**src/rtl/ms_wr_buffer.sv**
```systemverilog
// Write-command buffer in front of the ms_if slave stage.
// Producer writes are queued in a small show-ahead FIFO and drained in
// order whenever the slave raises sready, so that short slave
// back-pressure does not stall the producer.
module ms_wr_buffer #(
    parameter int DEPTH = 4,
    parameter int AW    = 2,
    parameter int DW    = 8
) (
    input  logic                     clk,
    input  logic                     rstn,
    input  logic                     in_valid,
    output logic                     in_ready,
    input  logic [AW-1:0]            in_addr,
    input  logic [DW-1:0]            in_data,
    output logic                     out_valid,
    output logic [AW-1:0]            out_addr,
    output logic [DW-1:0]            out_data,
    input  logic                     sready,
    output logic [$clog2(DEPTH):0]   level,
    output logic [7:0]               stall_cnt,
    input  logic                     clr_stall
);

    localparam int PW = $clog2(DEPTH);
    localparam int LW = PW + 1;

    logic [AW+DW-1:0] mem_q [DEPTH];
    logic [PW-1:0]    wr_ptr_q, wr_ptr_d;
    logic [PW-1:0]    rd_ptr_q, rd_ptr_d;
    logic [LW-1:0]    level_q, level_d;
    logic [7:0]       stall_cnt_q, stall_cnt_d;
    logic             push, pop;

    // Handshake status comes from the stored level only, so sready never reaches in_ready.
    always_comb begin
        in_ready  = (level_q != LW'(DEPTH));
        out_valid = (level_q != '0);
        push      = in_valid & in_ready;
        pop       = out_valid & sready;
        {out_addr, out_data} = out_valid ? mem_q[rd_ptr_q] : '0;
        level     = level_q;
        stall_cnt = stall_cnt_q;
    end

    // Next-state for pointers, occupancy and the saturating stall counter.
    always_comb begin
        wr_ptr_d    = wr_ptr_q;
        rd_ptr_d    = rd_ptr_q;
        level_d     = level_q;
        stall_cnt_d = stall_cnt_q;
        if (push) begin
            wr_ptr_d = wr_ptr_q + PW'(1);
        end
        if (pop) begin
            rd_ptr_d = rd_ptr_q + PW'(1);
        end
        case ({push, pop})
            2'b10:   level_d = level_q + LW'(1);
            2'b01:   level_d = level_q - LW'(1);
            default: level_d = level_q;
        endcase
        if (clr_stall) begin
            stall_cnt_d = 8'd0;
        end else if (in_valid && !in_ready && stall_cnt_q != 8'hFF) begin
            stall_cnt_d = stall_cnt_q + 8'd1;
        end
    end

    // Control state registers, cleared asynchronously.
    always_ff @(posedge clk or negedge rstn) begin
        if (!rstn) begin
            wr_ptr_q    <= '0;
            rd_ptr_q    <= '0;
            level_q     <= '0;
            stall_cnt_q <= '0;
        end else begin
            wr_ptr_q    <= wr_ptr_d;
            rd_ptr_q    <= rd_ptr_d;
            level_q     <= level_d;
            stall_cnt_q <= stall_cnt_d;
        end
    end

    // Entry storage; contents need no reset because empty output is forced to zero.
    always_ff @(posedge clk) begin
        if (push) begin
            mem_q[wr_ptr_q] <= {in_addr, in_data};
        end
    end

endmodule

```
**config.mk**
```make
export PLATFORM = sky130hd
export DESIGN_NAME = ms_wr_buffer
export DESIGN_NICKNAME = d
export VERILOG_FILES = /design/src/rtl/ms_wr_buffer.sv
export SDC_FILE = /design/constraint.sdc
export NUM_CORES = 1
export LEC_CHECK = 0
export BUFFER_PORTS_ARGS = -buffer_cell sky130_fd_sc_hd__buf_2
export CORE_ASPECT_RATIO = 1.2
export CORE_MARGIN = 8
export CORE_UTILIZATION = 23
export CTS_CLUSTER_SIZE = 8
export DETAILED_ROUTE_END_ITERATION = 10
export PLACE_DENSITY = 0.42
export SYNTH_ARGS = -nofsm -noshare
export SYNTH_HDL_FRONTEND = slang
export SYNTH_SLANG_ARGS = --single-unit
```
**constraint.sdc**
```tcl
create_clock -name clk -period 2.6 [get_ports clk]
set_input_delay 0.13 -clock clk [delete_from_list [all_inputs] [get_ports clk]]
set_output_delay 0.13 -clock clk [all_outputs]
set_load 0.05 [all_outputs]
```
Word-level counts from Yosys, hierarchy flattened
Memory sizes are Yosys's and may differ from the RTL's.
Index checks and enable logic that the tools add are counted.

operators by class
  reductions and logical operators = 6
  $add $sub $neg = 5
  equal/unequal tests = 4
  bitwise gates (word level) = 2
  multiplexer cells = 6

operator list
  kind                                               number
  2-to-1 mux 8 bit                                   2
  2-to-1 mux 10 bit                                  1
  adder 8 x 1 -> 8 bit (second input constant)       1
  != test 8 bit (second input constant)              1
  one-hot mux 3 bit (2 select lines)                 1
  adder 2 x 1 -> 2 bit (second input constant)       2
  nonzero test 2 bit                                 2
  adder 3 x 1 -> 3 bit (second input constant)       1
  != test 3 bit (second input constant)              1
  nonzero test 3 bit                                 1
  subtractor 3 x 1 -> 3 bit (second input constant)  1
  bitwise AND 1 bit                                  2
  == test 2 x 1 -> 1 bit (second input constant)     1
  == test 2 bit (second input constant)              1
  logical AND 1 bit                                  2
  2-to-1 mux 1 bit                                   2
  logical NOT 1 bit                                  1

storage, ports and cells
  memories = 1
  output and inout bits = 23
  bits in writable memories = 40
  register bits after elaboration = 15
  word-level logic and storage cells = 28

memories
  name   depth  width  read ports  clocked after Yosys merged registers in  wr ports  RTL line  RTL
  mem_q  4      10     1           0                                        1         28        logic [AW+DW-1:0] mem_q [DEPTH];

Logic depth before layout (Yosys ltp)
  depth after elaboration = 6
  depth in mapped cells = 10
  depth with buffers taken out = 10

Worst setup path after synthesis
OpenSTA, ideal clock, no wires.

  kind = reg2reg
  start = reg level_q[2] (netlist: level[2])
  end = reg level_q[2] (netlist: level[2])
  setup slack = -146 ps
  period minus slack after synthesis = 2746 ps
  cell stages (with the launch flop) = 10
  data arrival time = 2664 ps
  path buffers = 0
  cells stage by stage = dfrtp_1 nand3_1 and2_1 inv_1 ha_1 inv_1 fa_1 xor2_1 nor2_1 xor2_1

on the way
  cells in the longest elaborated chain, start to end = 4

ends and longest elaborated chain
  what                                                                      RTL line  RTL
  from (decl)                                                               31        logic [LW-1:0] level_q, level_d;
  from (signal assigned)                                                    80        level_q <= level_d;
  != test 3 bit (*)                                                         37        in_ready = (level_q != LW'(DEPTH));
  via in_ready                                                              13        output logic in_ready,
  bitwise AND 1 bit (*)                                                     39        push = in_valid & in_ready;
  == test 2 x 1 -> 1 bit or == test 2 bit (tied branches)                   58        case ({push, pop})
  one-hot mux 3 bit (2 select lines) or nonzero test 2 bit (tied branches)  --

Mark *: on every way through the listed nets, which the timed path passes. The rest lies on a longest branch.
A chain may end at the register's enable or synchronous reset.

Worst setup path in the final report
  start = reg level_q[0] (netlist: level[0])
  end = reg level_q[2] (netlist: level[2])

on the way
  cells in the longest elaborated chain, start to end = 4

ends and longest elaborated chain
  what                                                                      RTL line
  != test 3 bit or nonzero test 3 bit (tied branches)                       37, 38
  bitwise AND 1 bit, on equally long branches                               39, 40
  == test 2 x 1 -> 1 bit or == test 2 bit (tied branches)                   58
  one-hot mux 3 bit (2 select lines) or nonzero test 2 bit (tied branches)  --

Parallel ways exist; a longest one is shown, timed or not.

==> qor.yml <==
timing:
  hold_viol: 0
  period_share: 0.788
  max_slew_margin: 0.617
  rsz0062_at_grt: "no"
  totalNegativeSetupSlack_ns: 0
  fmax_mhz: 488
  timing.final.max_slew_violations: 0
  tightestPinTransition_ns: 0.575
  min_period_ns: 2.05
  setup_violations: 0
  finalClockSkew_ns: 0.00638
synth:
  ys_warn_count: 0
  synth_area_sq_um: 2350
  syn_avg_cell_area_sq_um: 16.4
  async_flop_share: 0.273
  syn_nets: 165
  synth.yosys.seq_area_share: 0.670
  synth_seq_cells: 55
  synth.distinct_cells: 36
  synthCells: 143
  synth_top_cell_area_share: 0.511
  synth_area_leaders: "edfxtp_1 51%, dfrtp_1 16%, mux4_2 9.6%"
  synth_edf_count: 40
  yosysTopAreaCell: "edfxtp_1"
  ys.flop_type: "edfxtp_1"
clock_network:
  cts-buffers-inserted: 5
  clockBufferDepth: 2
  tritoncts: "done"
  path_clk_slew_ns: 0.07
  cts-root-buf: "clkbuf_16"
  clock_sinks: 55
  h-tree-depth: 2
  clk_latency_ns: 0.29
  post_cts_resized: 0
routing:
  wl_met3_microns: 375
  ant_nets: 0
  route.met2.wl_mm: 2.26
  dr.pass1.iters: 4
  drt-total-wl_mm: 4.77
  vias: 1342
  wl_met1_mm: 2.09
  avgViaCountPerCell: 4.29
  first_iter_violations: 72
  drc_errors: 0
  routed.top_layer: "met4"
  wl_per_cell_microns: 15.2
placement:
  gp_congestion: 0.719
  placedCellCount: 304
  io_buffers: 37
  place_hpwl_mm: 3.41
min_path:
  hold_start: "in_data[1]"
  holdCritPathClass: "in -> reg"
worst_setup_path:
  critPathTopFamily: "adder cells"
  regToRegStartpoint: "level[0]"
  criticalPathCategory: "reg -> reg"
  path_cells: "inv_1 -> nand3_2 -> and2_1 -> inv_1 -> ha_1 -> inv_1 -> fa_1 -> xor2_1 -> nor2_1 -> xor2_1"
  crit_top_cell: "inv_1"
  arrival_ns: 2.26
  crit_fanout: 6
  critical_path.startpoint: "level[0]"
  crit_slowest_cell: "dfrtp_1"
  worstSetupEndpointType: "flop"
  cp-start-kind: "flop"
  required_ns: 2.81
  critPathBufInv: 3
  critPathMaxStageDelay_ns: 0.43
floorplanning:
  rows: 40
  io_pins: 38
  dieWidth_microns: 108
  core_sq_um: 10000
  die_h_microns: 127
  initial_core_util: 0.235
  die-area_sq_um: 13700
finish:
  layout_commonest_cell: "edfxtp_1"
  diodes: 0
  final_cell_mix: "40 x edfxtp_1, 37 x buf_2, 15 x dfrtp_1"
  seq_area_sq_um: 1580
  final_cells: 313
  syn2layout_area_growth_pct: 21.3
  drive_gt1_frac: 0.321
  nets: 208
  fillCellCount: 1030
  multi_input_area_sq_um: 738
power:
  power.switching_mw: 1.41
  p_comb_frac: 0.432
  clockPowerShare: 0.195
  p_per_area_nw_per_um2: 1190
  swShare: 0.415
  ir_drop_mv: 0.423
  internal_power_mw: 1.99
  power_frac_seq: 0.373
  p_leak_nw: 1.10
global_routing:
  grtUsageTotal: 0.0722
  gr-total-overflow: 0
  grt_pass1_wl_mm: 7.60
  antenna_found_initial: 0
  grt_pass1_vias: 1489
  grt_max_degree: 19
outcome:
  status: "complete, no violations"
run:
  timing.max_cap.violations: 0
==> registers in the layout, indices dropped and copies added (netlist names) <==
| register | flops |
|---|---|
| mem_q | 40 |
| stall_cnt | 8 |
| level | 3 |
| rd_ptr_q | 2 |
| wr_ptr_q | 2 |
==> worst reg2reg max path, cell delays in order (launching register included) <==
cell and delay (ns):
dfrtp_1 0.43, inv_1 0.13, nand3_2 0.12, and2_1 0.21, inv_1 0.07, ha_1 0.17
inv_1 0.06, fa_1 0.37, xor2_1 0.15, nor2_1 0.11, xor2_1 0.15
==> cell families after synthesis <==
logic type / count (synthesis) / share of synthesized area
DFF: 55 / 0.670
xor gates and xnor gates: 9 / 0.0335
adders and majority gates: 7 / 0.0404
muxes: 13 / 0.109
buffers and inverters: 10 / 0.0181
AOI/OAI and AO/OA: 11 / 0.0324
and+or+nand+nor: 38 / 0.0963
==> path summary, 6_finish.rpt <==
path | to | slack (ns) | cells after the start
setup / recovery | level[2] | 0.55 | 10
hold / removal | mem_q[0][1] | 0.06 | 1
setup reg to reg | level[2] | 0.55 | 10
hold reg to reg | level[0] | 0.56 | 1
max in group asynchronous | rd_ptr_q[0] | 2.04 | 2
min in group asynchronous | stall_cnt[4] | 0.29 | 2
==> power by group through the flow <==
stage,Clock [mW],Sequential (mW),Combinational (mW)
floorplan,0,1.33,1.09
global placement,0,1.30,1.51
detailed placement,0,1.30,1.50
CTS,0.687,1.28,1.51
global route,0.717,1.30,1.59
finish,0.664,1.27,1.47
==> synthesized netlist by cell type, types with 2 or more instances <==
cell	instances
xnor2_1	4
ha_1	6
edfxtp_1	40
and2_1	12
nand2_1	3
inv_1	6
mux4_2	10
nand4_1	2
dfrtp_1	15
nand3_1	2
o2111ai_1	2
and3_1	5
nor2_1	6
mux2i_1	2
a21oi_1	3
xor2_1	5
==> layout make-up <==
cell class / instances / area share
Multi-Input combinational cell: 78 / 0.259
Timing Repair Buffer: 40 / 0.0737
Clock inverter: 3 / 0.00789
Inverter: 6 / 0.00789
Tap cell: 126 / 0.0553
Sequential cell: 55 / 0.553
Clock buffer: 5 / 0.0439
==> metrics by stage <==
stage | area, sq um | power [mW] | hold WS, ns | util | setup slack, ns
2_1_floorplan | 2360 | 2.42 | -0.166 | - | 0.0959
3_3_place_gp | 2700 | 2.81 | 0.0781 | 0.269 | 0.555
3_5_place_dp | 2700 | 2.80 | 0.0659 | 0.269 | 0.540
4_1_cts | 2850 | 3.48 | 0.0523 | 0.285 | 0.522
5_1_grt | 2850 | 3.60 | 0.0543 | 0.285 | 0.431
6_report | 2850 | 3.41 | 0.0571 | 0.285 | 0.550
==> per-layer routing <==
layer | vias up | global-route usage
li1 | 631 | -
met1 | 670 | 0.0805
met2 | 37 | 0.122
met3 | 4 | 0.0284
met4 | 0 | 0.0242
met5 | - | 0
==> what timing repair did <==
action | 4_1_cts | 5_1_grt
hold buffers | 1 | 0
buffers inserted | 0 | 0
hold endpoints to repair | 15 | 0
Note: power is estimated with default switching activity, not from simulation.
